### src/rtl/bch_decode_sequencer.sv
// bch_decode_sequencer
//   Multi-cycle BCH(15,7,2) decoder controller over GF(16) (x^4+x+1).
//   Syndromes S1/S3 are built bit-serially (Horner, MSB first). The error
//   locator is solved in one cycle. A one-position-per-cycle Chien search
//   then flips the bits it finds in error.
//
// Handshake: a transfer happens on a rising edge where valid and ready are
//   both high. Each producer holds valid and data until that edge. The
//   block raises cw_ready only in IDLE and msg_valid only in DONE. Result
//   outputs are held stable while msg_valid=1 and msg_ready=0.
//
// Ports:
//   clk, rst           clock, asynchronous active-high reset
//   cw_valid/cw_ready  input word handshake; cw_data[14:0] holds x^i at bit i
//   msg_valid/msg_ready result handshake
//   msg_data[6:0]      corrected message (raw bits when uncorrectable)
//   err_cnt[1:0]       number of bits corrected
//   uncorrectable      decoding failure flag
//   busy               high in every state except IDLE
module bch_decode_sequencer #(
  parameter bit EARLY_EXIT = 1'b0
) (
  input  logic        clk,
  input  logic        rst,
  input  logic        cw_valid,
  output logic        cw_ready,
  input  logic [14:0] cw_data,
  output logic        msg_valid,
  input  logic        msg_ready,
  output logic [6:0]  msg_data,
  output logic [1:0]  err_cnt,
  output logic        uncorrectable,
  output logic        busy
);

  typedef enum logic [2:0] {IDLE, SYND, LOCATE, SEARCH, DONE} state_t;

  state_t      state;
  logic [14:0] word_r;
  logic [6:0]  orig_r;     // untouched message bits, returned on failure
  logic [3:0]  s1, s3, t1, t2;
  logic [3:0]  cnt;        // bit index in SYND, search position in SEARCH
  logic [1:0]  roots, exp_roots;

  // Multiply by alpha: x^4 folds back to x+1.
  function automatic logic [3:0] mul_a(input logic [3:0] x);
    return {x[2:0], 1'b0} ^ (x[3] ? 4'h3 : 4'h0);
  endfunction

  // Multiply by alpha^-1 = alpha^14 (inverse of mul_a).
  function automatic logic [3:0] mul_ainv(input logic [3:0] x);
    return {x[0], x[3], x[2], x[1] ^ x[0]};
  endfunction

  function automatic logic [3:0] gf_mul(input logic [3:0] a, input logic [3:0] b);
    logic [3:0] acc;
    logic [3:0] p;
    acc = 4'h0;
    p   = a;
    for (int k = 0; k < 4; k++) begin
      if (b[k]) acc = acc ^ p;
      p = mul_a(p);
    end
    return acc;
  endfunction

  function automatic logic [3:0] gf_exp(input logic [3:0] k);
    case (k)
      4'd0:  return 4'h1;  4'd1:  return 4'h2;  4'd2:  return 4'h4;
      4'd3:  return 4'h8;  4'd4:  return 4'h3;  4'd5:  return 4'h6;
      4'd6:  return 4'hC;  4'd7:  return 4'hB;  4'd8:  return 4'h5;
      4'd9:  return 4'hA;  4'd10: return 4'h7;  4'd11: return 4'hE;
      4'd12: return 4'hF;  4'd13: return 4'hD;  4'd14: return 4'h9;
      default: return 4'h1;
    endcase
  endfunction

  function automatic logic [3:0] gf_log(input logic [3:0] x);
    case (x)
      4'h1: return 4'd0;   4'h2: return 4'd1;   4'h4: return 4'd2;
      4'h8: return 4'd3;   4'h3: return 4'd4;   4'h6: return 4'd5;
      4'hC: return 4'd6;   4'hB: return 4'd7;   4'h5: return 4'd8;
      4'hA: return 4'd9;   4'h7: return 4'd10;  4'hE: return 4'd11;
      4'hF: return 4'd12;  4'hD: return 4'd13;  4'h9: return 4'd14;
      default: return 4'd0;
    endcase
  endfunction

  // Locator terms; the log table only ever sees a nonzero S1.
  logic [3:0] s1_log, s1_cube, s1_inv, sigma2;
  logic [5:0] log3;

  always_comb begin
    s1_log = (s1 != 4'h0) ? gf_log(s1) : 4'd0;
    log3   = {2'b00, s1_log} * 6'd3;
    if (log3 >= 6'd30)      log3 = log3 - 6'd30;
    else if (log3 >= 6'd15) log3 = log3 - 6'd15;
    s1_cube = (s1 != 4'h0) ? gf_exp(log3[3:0]) : 4'h0;
    s1_inv  = (s1 != 4'h0) ? gf_exp((s1_log == 4'd0) ? 4'd0 : 4'd15 - s1_log) : 4'h0;
    sigma2  = gf_mul(s3 ^ s1_cube, s1_inv);
  end

  // Chien step: sigma evaluated at alpha^-cnt.
  logic        eval_zero;
  logic [1:0]  roots_nx;
  logic [14:0] word_nx;

  always_comb begin
    eval_zero = ((4'h1 ^ t1 ^ t2) == 4'h0);
    roots_nx  = (eval_zero && roots != 2'd3) ? roots + 2'd1 : roots;
    word_nx   = eval_zero ? (word_r ^ (15'h1 << cnt)) : word_r;
  end

  always_ff @(posedge clk or posedge rst) begin
    if (rst) begin
      state         <= IDLE;
      word_r        <= '0;
      orig_r        <= '0;
      s1            <= '0;
      s3            <= '0;
      t1            <= '0;
      t2            <= '0;
      cnt           <= '0;
      roots         <= '0;
      exp_roots     <= '0;
      cw_ready      <= 1'b1;
      msg_valid     <= 1'b0;
      busy          <= 1'b0;
      msg_data      <= '0;
      err_cnt       <= '0;
      uncorrectable <= 1'b0;
    end else begin
      case (state)
        IDLE: begin
          if (cw_valid) begin
            word_r   <= cw_data;
            orig_r   <= cw_data[14:8];
            s1       <= 4'h0;
            s3       <= 4'h0;
            cnt      <= 4'd14;
            cw_ready <= 1'b0;
            busy     <= 1'b1;
            state    <= SYND;
          end
        end

        SYND: begin
          s1 <= mul_a(s1) ^ {3'b000, word_r[cnt]};
          s3 <= mul_a(mul_a(mul_a(s3))) ^ {3'b000, word_r[cnt]};
          if (cnt == 4'd0) state <= LOCATE;
          else             cnt   <= cnt - 4'd1;
        end

        LOCATE: begin
          t1    <= s1;
          t2    <= 4'h0;
          cnt   <= 4'd0;
          roots <= 2'd0;
          state <= SEARCH;
          if (s1 == 4'h0 && s3 == 4'h0) begin
            exp_roots <= 2'd0;
            if (EARLY_EXIT) begin
              msg_data      <= word_r[14:8];
              err_cnt       <= 2'd0;
              uncorrectable <= 1'b0;
              msg_valid     <= 1'b1;
              state         <= DONE;
            end
          end else if (s1 == 4'h0) begin
            msg_data      <= orig_r;
            err_cnt       <= 2'd0;
            uncorrectable <= 1'b1;
            msg_valid     <= 1'b1;
            state         <= DONE;
          end else if (s3 == s1_cube) begin
            exp_roots <= 2'd1;
          end else begin
            exp_roots <= 2'd2;
            t2        <= sigma2;
          end
        end

        SEARCH: begin
          word_r <= word_nx;
          roots  <= roots_nx;
          t1     <= mul_ainv(t1);
          t2     <= mul_ainv(mul_ainv(t2));
          if (cnt == 4'd14) begin
            // A root count that disagrees with the syndrome class means the
            // word lies outside the correction radius; report raw bits.
            if (roots_nx == exp_roots) begin
              msg_data      <= word_nx[14:8];
              err_cnt       <= roots_nx;
              uncorrectable <= 1'b0;
            end else begin
              msg_data      <= orig_r;
              err_cnt       <= 2'd0;
              uncorrectable <= 1'b1;
            end
            msg_valid <= 1'b1;
            state     <= DONE;
          end else begin
            cnt <= cnt + 4'd1;
          end
        end

        DONE: begin
          if (msg_ready) begin
            msg_valid <= 1'b0;
            cw_ready  <= 1'b1;
            busy      <= 1'b0;
            state     <= IDLE;
          end
        end

        default: state <= IDLE;
      endcase
    end
  end

endmodule

### config.mk
export PLATFORM = sky130hd
export DESIGN_NAME = bch_decode_sequencer
export DESIGN_NICKNAME = d
export VERILOG_FILES = /design/src/rtl/bch_decode_sequencer.sv
export SDC_FILE = /design/constraint.sdc
export NUM_CORES = 1
export LEC_CHECK = 0
export CORE_ASPECT_RATIO = 1.75
export CORE_MARGIN = 3
export CORE_UTILIZATION = 60
export DETAILED_ROUTE_END_ITERATION = 10
export GPL_TIMING_DRIVEN = 0
export PLACE_DENSITY = 0.81
export SYNTH_ARGS = -nofsm -noshare
export SYNTH_HDL_FRONTEND = slang
export SYNTH_SLANG_ARGS = --single-unit
### constraint.sdc
create_clock -name clk -period 7.42 [get_ports clk]
set_clock_uncertainty 0.05 [all_clocks]
set_input_delay 1.484 -clock clk [delete_from_list [all_inputs] [get_ports clk]]
set_output_delay 1.484 -clock clk [all_outputs]
set_load 0.05 [all_outputs]
-- Word level (Yosys, flattened, before mapping)
Memory sizes are Yosys's and may differ from the RTL's.
Index checks and enable logic that the tools add are counted.
- output and inout port bits: 13
- word-level logic and storage cells: 162
- bits in read-only memories: 192
- memory bits (writable): 0
- bits in latches: 0
- memories: 3
- bits of input ports: 19
- register bits after elaboration: 62
- memory list (name ; depth ; bits a word ; read ports ; clocked after Yosys merged registers in ; write ports ; line ; source):
    (no name shown) ; 16 ; 4 ; 1 ; 0 ; 0 ; 79 ; case (x)
    (no name shown) ; 16 ; 4 ; 1 ; 0 ; 0 ; 68 ; case (k)
    (no name shown) ; 16 ; 4 ; 1 ; 0 ; 0 ; 68 ;
- muxes and demuxes: 69
- shift-type cells: 1
- $mul: 1
- divide/modulo/power cells: 0
- reductions and logical operators: 25
- add/sub/neg operators: 6
- eq/ne operators: 18
- order comparisons: 3
- bitwise operators: 19
- operator list (operator ; count):
    $mux 4 ; 17
    $pmux 4 s2 ; 4
    $mux 15 ; 2
    $mux 2 ; 15
    $pmux 15 s2 ; 1
    $mux 7 ; 4
    $xor 4x2->4 ; 7
    $logic_not 4->1 ; 5
    $ne 2x2->1 const B ; 10
    $xor 4x4->4 ; 5
    $mux 3 ; 6
    $pmux 4 s4 ; 1
    $pmux 3 s5 ; 1
    $shl 1x4->15 const A ; 1
    $xor 15x15->15 ; 1
    $pmux 7 s2 ; 1
    $reduce_and 4->1 ; 3
    $mux 1 ; 10
    $pmux 2 s2 ; 2
    $reduce_and 2->1 ; 4
    $reduce_bool 2->1 ; 4
    $reduce_bool 4->1 ; 2
    $sub 4x4->4 const B ; 2
    $xor 4x1->4 ; 2
    other kinds (25) ; 32

-- Longest topological paths before layout
An unclocked memory read counts as a cell.
- depth in word-level cells: 21
- gate-level depth with buffers: 27
- depth with buffers taken out: 26

-- Worst setup path after synthesis
OpenSTA, ideal clock, no wires.
- path kind: register to register
- start point: reg s1[0]
- end point: reg t2[1]
- arrival time: 5.345 ns
- path buffers: 0
- period minus slack after synthesis: 5.464 ns
- cell stages (with the launch flop): 22
- setup time: 0.069 ns
- slack: 1.956 ns
- data required time: 7.301 ns
- cell sequence: dfrtp_1 -> inv_1 -> ha_1 -> nand2b_1 -> a32oi_4 -> inv_2 -> ha_1 -> fa_1 -> and3b_1 -> o21ai_0 -> o21ai_1 -> o31ai_1 -> xor2_1 -> a21o_1 -> or4_1 -> o2111ai_2 -> xnor2_2 -> ha_1 -> nand2_1 -> and3_1 -> or4_1 -> nand3_1
- cells in the longest elaborated chain, start to end: 21
- elaborated cells on any way between the ends: 38
- those cells by class: add/sub: 3; mul: 1; order compare: 2; eq/ne: 1; mux: 17; bitwise: 7; reduce/logical: 4; memory: 3
- ends and longest elaborated chain (element ; line ; source):
    from (decl) ; 41 ; logic [3:0] s1, s3, t1, t2;
    from (signal assigned) ; 148 ; s1 <= mul_a(s1) ^ {3'b000, word_r[cnt]};
    $mem_v2 16x4 or $reduce_bool 4->1 (tied branches) ; n/a ;
    $mux 4 ; 94 ; s1_log = (s1 != 4'h0) ? gf_log(s1) : 4'd0;
    $mul 4x2->6 ; 95 ; log3 = {2'b00, s1_log} * 6'd3;
    $ge 6x4->1 or $sub 4x4->4 (tied branches) ; 97 ; else if (log3 >= 6'd15) log3 = log3 - 6'd15;
    $mux 4 ; 97 ;
    $mux 4 ; 96 ; if (log3 >= 6'd30) log3 = log3 - 6'd30;
    $mem_v2 16x4 ; n/a ;
    $mux 4 ; 98 ; s1_cube = (s1 != 4'h0) ? gf_exp(log3[3:0]) : 4'h0;
    (+5 left out) ; n/a ;
    $xor 4x4->4 ; 61 ; if (b[k]) acc = acc ^ p;
    $mux 4 ; 61 ;
    $xor 4x4->4 ; 61 ;
    $mux 4 ; 61 ;
    $mux 4 ; 175 ; end else if (s3 == s1_cube) begin
    $mux 4 ; 169 ; end else if (s1 == 4'h0) begin
    $mux 4 (*) ; 160 ; if (s1 == 4'h0 && s3 == 4'h0) begin
    $pmux 4 s2 (*) ; 133 ; case (state)
    to (signal assigned) ; 179 ; t2 <= sigma2;
    to (signal assigned) ; 187 ; t2 <= mul_ainv(mul_ainv(t2));
    to (decl) ; 41 ;
Every way passes the cells marked *; elsewhere a longest branch is shown, timed or not.
A chain may end at the register's enable or synchronous reset.

-- Final worst setup path
Ends and elaborated chain as after synthesis.

==> results.sh <==
export IMPL_syn_nets=622
export IMPL_max_stage_delay_ps=590
export IMPL_synth_avg_cell_area_um2=8.39
export IMPL_grt_start_max_net_pins=41
export IMPL_syn_to_final_growth_pct=15.2
export IMPL_fp_dieArea_um2=9150
export IMPL_grt_total_usage=0.288
export IMPL_grt_pass1_wl_um=20700
export IMPL_clock_latency_ps=330
export IMPL_use_met1=0.271
export IMPL_drv_slew=0
export IMPL_finalCritPeriodShare=0.849
export IMPL_num_io_pins=32
export IMPL_drv_cap=0
export IMPL_route_detailed_drc=0
export IMPL_start_util=0.625
export IMPL_cts_tree="built"
export IMPL_io_buffers=31
export IMPL_crit_path_cell_trace="inv_1 -> ha_1 -> nand2b_1 -> a32oi_4 -> inv_2 -> ha_1 -> fa_1 -> clkbuf_1 -> xnor2_1 -> nor2_1 -> a21boi_1 -> nand2_1 -> xnor2_2 -> inv_1 -> ha_1 -> a221oi_1 -> xnor2_1 -> xor2_1 -> and3_1 -> or4_1 -> nand3_1"
export IMPL_final_fill_count=599
export IMPL_final_setup_viol_count=0
export IMPL_die_w_um=73.6
export IMPL_cts_hold_buf=0
export IMPL_mostFrequentLayoutCells="93 x nand2_1, 61 x dfrtp_1, 51 x o21ai_0"
export IMPL_critPathArrivalTime_ps=6520
export IMPL_path_common_cell="ha_1"
export IMPL_htree_levels=3
export IMPL_dr_first_iter_drc_count=261
export IMPL_ant_nets=0
export IMPL_top_usage_layer="met2"
export IMPL_core_um2=7670
export IMPL_timing_hold_ws_ps=429
export IMPL_nets=665
export IMPL_ctsLongestPathBuffers=2
export IMPL_synth_seq_cells=62
export IMPL_global_route_usage_met3=0.0525
export IMPL_holdCritPathClass="reg2reg"
export IMPL_synth_cells=572
export IMPL_ys_flop_type="dfrtp_1"
export IMPL_final_common_cell="nand2_1"
export IMPL_ys_warn_count=0
export IMPL_critPathSlowestCell="a21boi_1"
export IMPL_grt_setup_unrepaired="no"
export IMPL_use_met2=0.537
export IMPL_die_h_um=124
export IMPL_avgRoutedWirePerCell_um=17.9
export IMPL_synth_cell_types=66
export IMPL_status="completed"
export IMPL_overflow=0
export IMPL_synth_edff_count=0
export IMPL_critical_path_required_ps=7640
export IMPL_drive_gt1_frac=0.0710
export IMPL_hold_viol=0
export IMPL_vias=4442
export IMPL_grt_pass1_vias=4568
export IMPL_via_per_inst=6.27
export IMPL_clock_fmax_mhz=159
export IMPL_synthArstFlopShare=1.00
export IMPL_ctsResizeCount=0
export IMPL_mappedNetlistArea_um2=4800
export IMPL_cts_buffers=9
export IMPL_critical_path_class="reg2reg"
export IMPL_routabilityCongestion=0.905
export IMPL_start_kind="register"
export IMPL_fin_crit_ps=6300
export IMPL_cts_setup_buffers=0
export IMPL_dpl_hpwl_um=9610
export IMPL_multi_input_area_um2=3070
export IMPL_critical_path_endpoint_type="register"
export IMPL_n_antenna_cell=0
export IMPL_root_buffer="clkbuf_16"
export IMPL_holdPathStages=2
export IMPL_max_slew_worst_pin_slew_ps=1170
export IMPL_worstRegToRegCells=21
export IMPL_yosysSeqAreaShare=0.324
export IMPL_path_clk_slew_ps=60
export IMPL_antenna_found_initial=0
export IMPL_cts_sinks=62
export IMPL_first_pass_iters=5
export IMPL_seqCellArea_um2=1550
export IMPL_wirelength_um=12700
export IMPL_crit_fanout=10
export IMPL_num_rows=42
export IMPL_setup_tns_final_ps=0
export IMPL_slew_headroom=0.213
## per-stage QoR
| stage | cells | setup slack (ps) | utilization | cell area (um2) |
|---|---|---|---|---|
| finish | 708 | 1120 | 0.720 | 5530 |
| global route | 708 | 613 | 0.720 | 5530 |
| CTS | 708 | 1130 | 0.720 | 5530 |
| detailed placement | 692 | 1180 | 0.683 | 5240 |
| global placement | 691 | 1290 | 0.680 | 5220 |
| floorplan | 572 | 1960 | - | 4800 |
## final timing paths
kind	from	to	slack (ps)
min in group asynchronous	rst	uncorrectable	1460
worst min-delay path	orig_r[2]	orig_r[2]	430
worst max register to register	s1[0]	t2[1]	1120
worst max-delay path	s1[0]	t2[1]	1120
max in group asynchronous	rst	cw_ready	5190
worst min register to register	orig_r[2]	orig_r[2]	430
## synth_stat cells (2+ instances only)
library cell,count,area (um2)
a211oi_1,2,15.0
nor2_1,42,158
xor2_1,14,123
dfrtp_1,61,1530
nand2b_1,12,75.1
nor3_1,22,110
nand2_1,93,349
a221oi_1,2,17.5
nand3_1,18,90.1
or2_1,2,12.5
nor4_1,3,18.8
or4_1,2,15.0
mux2i_1,13,130
o21ai_1,4,20.0
and3_1,3,18.8
nor3b_1,2,15.0
and2_1,3,18.8
or2_2,3,18.8
mux2_2,2,22.5
a31oi_1,6,37.5
and3b_1,2,17.5
nor2b_1,9,56.3
a21o_1,6,45.0
buf_1,2,7.51
o211ai_1,2,15.0
or2_0,2,12.5
xnor2_1,22,193
o32ai_1,2,17.5
buf_2,5,25.0
mux4_2,6,135
ha_1,29,363
fa_1,2,40.0
o21ai_0,51,255
clkbuf_1,21,78.8
o22ai_1,6,37.5
or3_1,6,37.5
a221o_1,8,80.1
a21oi_1,30,150
xnor2_2,2,32.5
o221ai_1,3,26.3
o31ai_1,6,45.0
inv_1,17,63.8
## layer usage
layer | up-vias | part of all wire
li1 | 2111 | -
met5 | - | 0
met4 | 0 | 0.049
met2 | 157 | 0.57
met3 | 49 | 0.044
met1 | 2125 | 0.34
## worst max-delay path, delay by kind of cell, from the launching register on
kind / cells / cell delay, ps
buf+inv: 4 / 630
compound gates: 3 / 1390
xor+xnor: 4 / 1050
simple gates: 6 / 1330
flops: 1 / 520
fa+ha+maj: 4 / 1250
## cell families (layout without fill, tap and decap cells)
group	Yosys count	count (layout)	share of synthesized area
XOR/XNOR	39	39	0.0782
AO/OA/AOI/OAI	143	143	0.194
buffers and inverters	46	94	0.0373
flip-flops	62	62	0.324
adder cells (fa/ha/maj)	31	31	0.0840
AND/OR/NAND/NOR	230	230	0.223
multiplexers	21	21	0.0600
## sequential cells by signal (all words and copies together), names as in the netlist
register / count
exp_roots: 2
err_cnt: 2
s1: 4
state: 3
msg_valid: 1
t1: 4
busy: 1
cnt: 4
cw_ready: 1
word_r: 15
t2: 4
orig_r: 7
msg_data: 7
uncorrectable: 1
roots: 2
s3: 4
## final cells by class
class,count,area share
multi-input combinational,464,0.555
sequential,62,0.281
timing repair buffer,32,0.0598
clock buffer,13,0.0489
buffer,28,0.0202
tap,88,0.0199
inverter,18,0.0122
clock inverter,3,0.00317
Power is left out: the tool's default activity adds up to more than one toggle a clock period on the data nets, which glitch-free logic cannot reach.
